<file path="config.mk">
export PLATFORM = sky130hd
export DESIGN_NAME = systolic_seq_ctrl
export DESIGN_NICKNAME = d
export VERILOG_FILES = /design/src/rtl/systolic_seq_ctrl.sv
export SDC_FILE = /design/constraint.sdc
export NUM_CORES = 1
export LEC_CHECK = 0
export CORE_UTILIZATION = 45
export CTS_CLUSTER_DIAMETER = 60
export DETAILED_ROUTE_END_ITERATION = 10
export PLACE_DENSITY_LB_ADDON = 0.3
export SLEW_MARGIN = 40
export SYNTH_ARGS = -nofsm -noshare
export SYNTH_HDL_FRONTEND = slang
export SYNTH_SLANG_ARGS = --single-unit
</file>
<file path="constraint.sdc">
create_clock -name clk -period 5.7 [get_ports clk]
set_clock_uncertainty 0.1 [all_clocks]
set_input_delay 0.57 -clock clk [delete_from_list [all_inputs] [get_ports clk]]
set_output_delay 0.57 -clock clk [all_outputs]
set_load 0.01 [all_outputs]
</file>
<file path="src/rtl/systolic_seq_ctrl.sv">
// Sequencer for the 4-MAC systolic datapath: steps weight/input memories and MAC enables
// through PRIME, four-phase STEPs, optional STALLs, DRAIN and a per-layer result strobe.
module systolic_seq_ctrl #(
  parameter int N_INPUTS  = 4,
  parameter int N_LAYERS  = 2,
  parameter int DRAIN_CYC = 3,
  parameter int SW = (N_INPUTS > 1) ? $clog2(N_INPUTS) : 1,
  parameter int LW = (N_LAYERS > 1) ? $clog2(N_LAYERS) : 1
) (
  input  logic          clk,
  input  logic          rst,
  input  logic          start,
  input  logic          hold,
  output logic          busy,
  output logic          done,
  output logic [2:0]    w_load,
  output logic          in_load_en,
  output logic          mac_en_lo,
  output logic          mac_en_hi,
  output logic          acc_clr,
  output logic          out_valid,
  output logic [LW-1:0] layer_idx,
  output logic [SW-1:0] step_idx,
  output logic [2:0]    dbg_state
);

  // Handshake: start is a level request sampled only in IDLE; hold is a level
  // request sampled only on the cycle before a step boundary. No ready is returned.

  typedef enum logic [2:0] {
    IDLE      = 3'd0,
    PRIME     = 3'd1,
    STEP      = 3'd2,
    STALL     = 3'd3,
    DRAIN     = 3'd4,
    LAYER_END = 3'd5
  } state_t;

  // One counter serves PRIME (2 cycles) and DRAIN (DRAIN_CYC cycles).
  localparam int CW = (DRAIN_CYC > 2) ? $clog2(DRAIN_CYC) : 1;

  state_t        state_q, state_d;
  logic [1:0]    phase_q, phase_d;
  logic [CW-1:0] cnt_q, cnt_d;
  logic [SW-1:0] step_q, step_d;
  logic [LW-1:0] layer_q, layer_d;
  logic          in_step_d;

  always_comb begin
    state_d = state_q;
    phase_d = phase_q;
    cnt_d   = cnt_q;
    step_d  = step_q;
    layer_d = layer_q;
    case (state_q)
      IDLE: begin
        if (start) begin
          state_d = PRIME;
          cnt_d   = '0;
        end
      end
      PRIME: begin
        if (cnt_q == CW'(1)) begin
          state_d = hold ? STALL : STEP;
          phase_d = 2'd0;
        end else begin
          cnt_d = cnt_q + CW'(1);
        end
      end
      STALL: begin
        phase_d = 2'd0;
        if (!hold) state_d = STEP;
      end
      STEP: begin
        phase_d = phase_q + 2'd1;
        if (phase_q == 2'd3) begin
          if (step_q == SW'(N_INPUTS - 1)) begin
            cnt_d   = '0;
            state_d = (DRAIN_CYC == 0) ? LAYER_END : DRAIN;
          end else begin
            step_d  = step_q + SW'(1);
            state_d = hold ? STALL : STEP;
          end
        end
      end
      DRAIN: begin
        if (cnt_q == CW'(DRAIN_CYC - 1)) state_d = LAYER_END;
        else cnt_d = cnt_q + CW'(1);
      end
      LAYER_END: begin
        step_d  = '0;
        phase_d = 2'd0;
        if (layer_q == LW'(N_LAYERS - 1)) begin
          layer_d = '0;
          state_d = IDLE;
        end else begin
          layer_d = layer_q + LW'(1);
          state_d = hold ? STALL : STEP;
        end
      end
      default: state_d = IDLE;
    endcase
  end

  assign in_step_d = (state_d == STEP);

  // Strobes are decoded from the next state so they leave flops aligned with the state.
  always_ff @(posedge clk) begin
    if (rst) begin
      state_q    <= IDLE;
      phase_q    <= 2'd0;
      cnt_q      <= '0;
      step_q     <= '0;
      layer_q    <= '0;
      busy       <= 1'b0;
      done       <= 1'b0;
      w_load     <= 3'b000;
      in_load_en <= 1'b0;
      mac_en_lo  <= 1'b0;
      mac_en_hi  <= 1'b0;
      acc_clr    <= 1'b0;
      out_valid  <= 1'b0;
    end else begin
      state_q    <= state_d;
      phase_q    <= phase_d;
      cnt_q      <= cnt_d;
      step_q     <= step_d;
      layer_q    <= layer_d;
      busy       <= (state_d != IDLE);
      done       <= (state_d == LAYER_END) && (layer_d == LW'(N_LAYERS - 1));
      w_load     <= (in_step_d && phase_d == 2'd0) ? 3'b001 :
                    (in_step_d && phase_d == 2'd2) ? 3'b010 : 3'b000;
      in_load_en <= in_step_d && (phase_d == 2'd1);
      mac_en_lo  <= in_step_d && (phase_d == 2'd1);
      mac_en_hi  <= in_step_d && (phase_d == 2'd3);
      acc_clr    <= in_step_d && (phase_d == 2'd0) && (step_d == '0);
      out_valid  <= (state_d == LAYER_END);
    end
  end

  assign layer_idx = layer_q;
  assign step_idx  = step_q;
  assign dbg_state = state_q;

endmodule

</file>
==> results of run 1 <==
==> worst max-delay path, delay by kind of cell (launching register included) <==
family / cells / cell delay, ns
AND/OR/NAND/NOR: 4 / 1.05
flip-flops: 1 / 0.59
AO/OA/AOI/OAI: 2 / 0.31
adder cells (fa/ha/maj): 1 / 0.19
==> sequential cells by signal, indices dropped and copies added, names as in the netlist <==
| signal | cells |
|---|---|
| dbg_state | 3 |
| cnt_q | 2 |
| phase_q | 2 |
| step_idx | 2 |
| w_load | 2 |
| acc_clr | 1 |
| busy | 1 |
| done | 1 |
| layer_idx | 1 |
| mac_en_hi | 1 |
| mac_en_lo | 1 |
| out_valid | 1 |
==> routing by layer <==
layer	routed length [um]	share of wire, %
met4	39	2.0
met3	116	6.0
met1	923	47
met2	869	45
met5	0	0
==> worst paths after layout <==
| path | start | cells past startpoint | slack, ns | to |
|---|---|---|---|---|
| worst min register to register | cnt_q[1]$_SDFFE_PP0P_ | 2 | 0.40 | cnt_q[1]$_SDFFE_PP0P_ |
| worst max-delay path | dbg_state[0]$_SDFF_PP0_ | 7 | 3.35 | mac_en_hi$_SDFF_PP0_ |
| worst min-delay path | cnt_q[1]$_SDFFE_PP0P_ | 2 | 0.40 | cnt_q[1]$_SDFFE_PP0P_ |
| worst max register to register | dbg_state[0]$_SDFF_PP0_ | 7 | 3.35 | mac_en_hi$_SDFF_PP0_ |
==> placed cells by master (no fill, tap or decap), drive strengths merged, types with 2 or more instances in the layout <==
cell type      instances
o21ai                  3
nand2                  3
or2                    4
inv                    7
nand3                  3
and2                   3
a31oi                  2
dfxtp                 18
clkdlybuf4s50         18
a211o                  2
nor4                   5
nor2b                  5
nand2b                 4
nor2                   8
a32o                   2
clkbuf                 4
ha                     4
nor3                   5
a21oi                  6
a21boi                 3
==> where the power goes <==
part           switching (W)  internal [W]  total [W]
sequential        0.00000578      0.000130   0.000136
clock              0.0000401     0.0000390  0.0000791
combinational      0.0000209     0.0000189  0.0000398
total              0.0000668      0.000188   0.000254
==> cells by family (layout without fill, tap and decap cells) <==
family / Yosys count / after routing / synth area share, %
other: 1 / 1 / 0.386
flip-flops: 18 / 18 / 37.1
adder cells (fa/ha/maj): 4 / 4 / 5.15
XOR/XNOR: 1 / 1 / 0.902
AND/OR/NAND/NOR: 46 / 46 / 28.6
AO/OA/AOI/OAI: 28 / 28 / 20.5
buffers and inverters: 13 / 29 / 7.34
==> layout make-up <==
| cell class | instances | area [sq um] | area share, % |
|---|---|---|---|
| flip-flops and latches | 18 | 360 | 30.6 |
| clock buffers | 4 | 36.3 | 3.09 |
| well taps | 27 | 33.8 | 2.87 |
| inverters | 7 | 26.3 | 2.23 |
| repair buffers | 18 | 180 | 15.3 |
| multi-input cells | 80 | 539 | 45.9 |
==> metrics by stage <==
| stage | instance area (sq um) | power [W] | utilization (%) | setup slack (ns) |
|---|---|---|---|---|
| finish | 1180 | 0.000254 | 58.8 | 3.35 |
| global route | 1180 | 0.000267 | 58.8 | 3.19 |
| CTS | 1180 | 0.000257 | 58.8 | 3.37 |
| detailed placement | 1140 | 0.000178 | 56.9 | 3.42 |
| global placement | 1140 | 0.000177 | 56.9 | 3.42 |
| floorplan | 971 | 0.000167 | - | 3.69 |
==> impl_metrics.yaml, run 1 <==
cts:
  cts.root.buffer_cell: "sky130_fd_sc_hd__clkbuf_4"
  tritoncts: "done"
  maximum_clock_insertion_buffer_count: 2
  clock_sinks: 18
  cts_inserted_buffers: 3
  clk-insertion-delay-late_ns: 0.30
  h_tree_level_count: 1
  post-cts-setup-buffer-count: 0
  clk_pin_slew_ns: 0.11
  cts_repair_resize_count: 0
  cts_hold_repair.buffers: 0
sta:
  relSlewSlack_pct: 61.5
  setup_viol: 0
  max_freq_mhz: 426
  tightestPinTransition_ns: 0.576
  period_minus_slack_ns: 2.35
  min_period_over_period_pct: 41.2
  hold_viol_final: 0
  rsz0062_at_grt: "false"
  timing.setup.tns_ns: 0
  whs_ns: 0.402
  report.final.slew_viol_count: 0
setup_path:
  crit_path_max_incr_delay_ns: 0.59
  path_cells: "nor2b_1, and2_1, ha_1, a21boi_0, a221oi_1, or2_2, nor4_1"
  required_ns: 5.80
  timing.setup.critical_path_class: "reg2reg"
  crit_path_end_kind: "flip-flop"
  data_arrival_time_of_the_critical_path_ns: 2.45
  kind_of_start_point_of_the_critical_path: "flip-flop"
  slowest_stage: "sky130_fd_sc_hd__dfxtp_1"
  path_max_fanout: 12
run:
  drv_cap: 0
synthesis:
  synth_most_common_cell: "sky130_fd_sc_hd__dfxtp_1"
  synth_top_area_share_pct: 37.1
  synth_flop_cell: "sky130_fd_sc_hd__dfxtp_1"
  post_synth_most_frequent_cells: "sky130_fd_sc_hd__dfxtp_1 (18), sky130_fd_sc_hd__nor2_1 (7), sky130_fd_sc_hd__a21oi_1 (6), sky130_fd_sc_hd__inv_1 (6)"
  gate_count_post_synth: 111
  synth_area_per_cell_sq_um: 8.75
  synth_edf_count: 0
  synth_largest_area_cell: "sky130_fd_sc_hd__dfxtp_1"
  ys_warn_count: 0
  synth_sequential_area_ratio_pct: 37.1
  ys_async_sr_fraction_pct: 0
  synth_cell_type_count: 42
  netlist_area_sq_um: 971
  synthesis.nets: 119
  netlist_top_cells_area: "sky130_fd_sc_hd__dfxtp_1 (37%), sky130_fd_sc_hd__ha_1 (5.2%), sky130_fd_sc_hd__nor2b_1 (3.2%)"
  yosys_register_bits: 18
floorplanning:
  dieWidth_um: 48.5
  number_of_rows_created_at_floorplan: 16
  floorplan.core_area_sq_um: 2000
  fp.dieH_um: 48.5
  dieArea_sq_um: 2350
  num_io_pins: 20
  effective_utilization_at_floorplan_pct: 48.5
grt:
  antenna_found_initial: 0
  via_count_of_the_first_global_routing_pass: 775
  groute.layer.met1.usage_pct: 22.7
  grt_start_max_net_pins: 18
  global_route.overflow_total: 0
  grt_pass1_wl_um: 3240
  grt_most_used_layer: "met2"
  grtUsageTotal_pct: 17.8
  global_route.usage.met3_pct: 4.72
  groute.layer.met2.usage_pct: 27.2
drt:
  drt-pass1-iter-count: 4
  route.detailed.wl_per_inst_um: 12.6
  routed_via_density: 5.49
  drt-initial-drc-count: 16
  drt_drc_violations_left: 0
  routed_wirelength_um: 1950
  detailroute.via_count: 846
  antenna_left: 0
placed_design:
  port_buffers: 18
  detailedPlacementHpwl_um: 1450
  globalplace.congestion: 0.829
  numPlacedInstances: 150
min_path:
  path_category_of_the_worst_min_delay_check: "reg2reg"
pwr:
  power_leakage_nw: 0.428
  largest_voltage_drop_on_the_vdd_net_mv: 0.133
  power.density_nw_per_um2: 216
finish:
  final_cell_count_no_fill: 154
  layout_fillers: 191
  area_growth_syn_to_layout_pct: 21.1
  post_route_cells_drive_above_1_share_pct: 9.45
  nNetsFinal: 136
  n_antenna_cell: 0
outcome:
  result_of_the_run: "complete, no violations"
(Power assumes the default switching activity.)
==> run 2, diff against run 1 <==
Clock period 5.7 ns to 2.3 ns, I/O delays scaled along.
==> impl_metrics.yaml, run 2 (synthesis results as in run 1) <==
finish:
  area_growth_syn_to_layout_pct: 24.2
  layout_fillers: 192
  n_antenna_cell: 0
  nNetsFinal: 140
  post_route_cells_drive_above_1_share_pct: 12.2
  largest_register_ffs: 3
  multi_input_comb_area_sq_um: 539
  final-seq-area_sq_um: 360
  layout_common_cells: "sky130_fd_sc_hd__dfxtp_1 (18), sky130_fd_sc_hd__clkdlybuf4s50_1 (18), sky130_fd_sc_hd__nor2_1 (7)"
placed_design:
  globalplace.congestion: 0.836
  port_buffers: 18
  detailedPlacementHpwl_um: 1610
setup_path:
  kind_of_start_point_of_the_critical_path: "flip-flop"
  path_max_fanout: 3
  data_arrival_time_of_the_critical_path_ns: 2.10
  slowest_stage: "sky130_fd_sc_hd__dfxtp_1"
  timing.setup.critical_path_class: "reg2reg"
  crit_path_max_incr_delay_ns: 0.33
  required_ns: 2.40
  crit_path_end_kind: "flip-flop"
  path_cells: "nor2b_1, and2_1, ha_1, a21boi_0, a221oi_1, or2_2, nor4_1"
floorplanning:
  number_of_rows_created_at_floorplan: 16
  fp.dieH_um: 48.5
  effective_utilization_at_floorplan_pct: 48.5
  floorplan.core_area_sq_um: 2000
  num_io_pins: 20
  dieWidth_um: 48.5
  dieArea_sq_um: 2350
drt:
  routed_wirelength_um: 2170
  drt-initial-drc-count: 23
  routed_via_density: 5.75
  drt-pass1-iter-count: 4
  route.detailed.wl_per_inst_um: 13.7
  detailroute.via_count: 908
  antenna_left: 0
  drt_drc_violations_left: 0
cts:
  post-cts-setup-buffer-count: 0
  maximum_clock_insertion_buffer_count: 2
  clk_pin_slew_ns: 0.11
  clk-insertion-delay-late_ns: 0.30
  h_tree_level_count: 1
  tritoncts: "done"
  cts_inserted_buffers: 3
  cts.root.buffer_cell: "sky130_fd_sc_hd__clkbuf_4"
  cts_repair_resize_count: 0
  clock_sinks: 18
  cts_hold_repair.buffers: 0
sta:
  min_period_over_period_pct: 86.9
  setup_viol: 0
  relSlewSlack_pct: 64.4
  report.final.slew_viol_count: 0
  timing.setup.tns_ns: 0
  tightestPinTransition_ns: 0.530
  period_minus_slack_ns: 2.00
  rsz0062_at_grt: "false"
  hold_viol_final: 0
  whs_ns: 0.402
  max_freq_mhz: 500
pwr:
  power.density_nw_per_um2: 532
  largest_voltage_drop_on_the_vdd_net_mv: 0.319
  power_leakage_nw: 0.448
  total_power_w: 0.000642
grt:
  grt_pass1_wl_um: 3720
  grtUsageTotal_pct: 20.0
  grt_start_max_net_pins: 17
  antenna_found_initial: 0
  via_count_of_the_first_global_routing_pass: 816
  global_route.overflow_total: 0
outcome:
  result_of_the_run: "complete, no violations"
run:
  drv_cap: 0
min_path:
  path_category_of_the_worst_min_delay_check: "reg2reg"
## run 2: cell count changes in the layout (fill, tap and decap cells not counted), sizes merged
cell,before,now
buf,0,4
## run 2: final timing paths
path / from / to / slack [ns] / depth (start not counted)
worst max-delay path: dbg_state[0]$_SDFF_PP0_ / mac_en_hi$_SDFF_PP0_ / 0.30 / 7
worst min-delay path: cnt_q[1]$_SDFFE_PP0P_ / cnt_q[1]$_SDFFE_PP0P_ / 0.40 / 2
worst max register to register: dbg_state[0]$_SDFF_PP0_ / mac_en_hi$_SDFF_PP0_ / 0.30 / 7
worst min register to register: cnt_q[1]$_SDFFE_PP0P_ / cnt_q[1]$_SDFFE_PP0P_ / 0.40 / 2
## run 2: through the flow
stage	setup WS [ns]	util [%]	area, sq um	instances
finish	0.301	60.3	1210	158
global route	0.125	60.3	1210	158
CTS	0.299	60.3	1210	158
detailed placement	0.329	58.4	1170	154
global placement	0.379	58.4	1170	154
floorplan	0.290	-	971	111
## run 2: area by class of cell
| cell class | count | share of cell area (%) |
|---|---|---|
| clock buffer | 4 | 3.01 |
| inverter | 7 | 2.18 |
| multi-input combinational | 80 | 44.7 |
| sequential | 18 | 29.9 |
| tap | 27 | 2.80 |
| timing repair buffer | 22 | 17.4 |
## run 2: power breakdown
group / leakage [nW] / switching [W] / internal [W] / total (W)
combinational: 0.282 / 0.0000636 / 0.0000515 / 0.000115
sequential: 0.146 / 0.00000622 / 0.000322 / 0.000328
clock: 0.0210 / 0.000102 / 0.0000965 / 0.000199
total: 0.448 / 0.000172 / 0.000470 / 0.000642
## run 2: worst max-delay path: cells and delay by family, from the launching register on
| family | cells | cell delay [ns] |
|---|---|---|
| AND/OR/NAND/NOR | 4 | 1.00 |
| AO/OA/AOI/OAI | 2 | 0.28 |
| adder cells (fa/ha/maj) | 1 | 0.19 |
| flip-flops | 1 | 0.33 |
## run 2: metal layers
layer  share of wire [%]  track usage [%]  vias up  routed length (um)
li1                    -                -      439                   -
met1                  46             26.6      442                1010
met2                  47             32.4       23                1020
met3                 4.6             3.46        4                  99
met4                 1.8             7.35        0                  39
met5                   0                0        -                   0
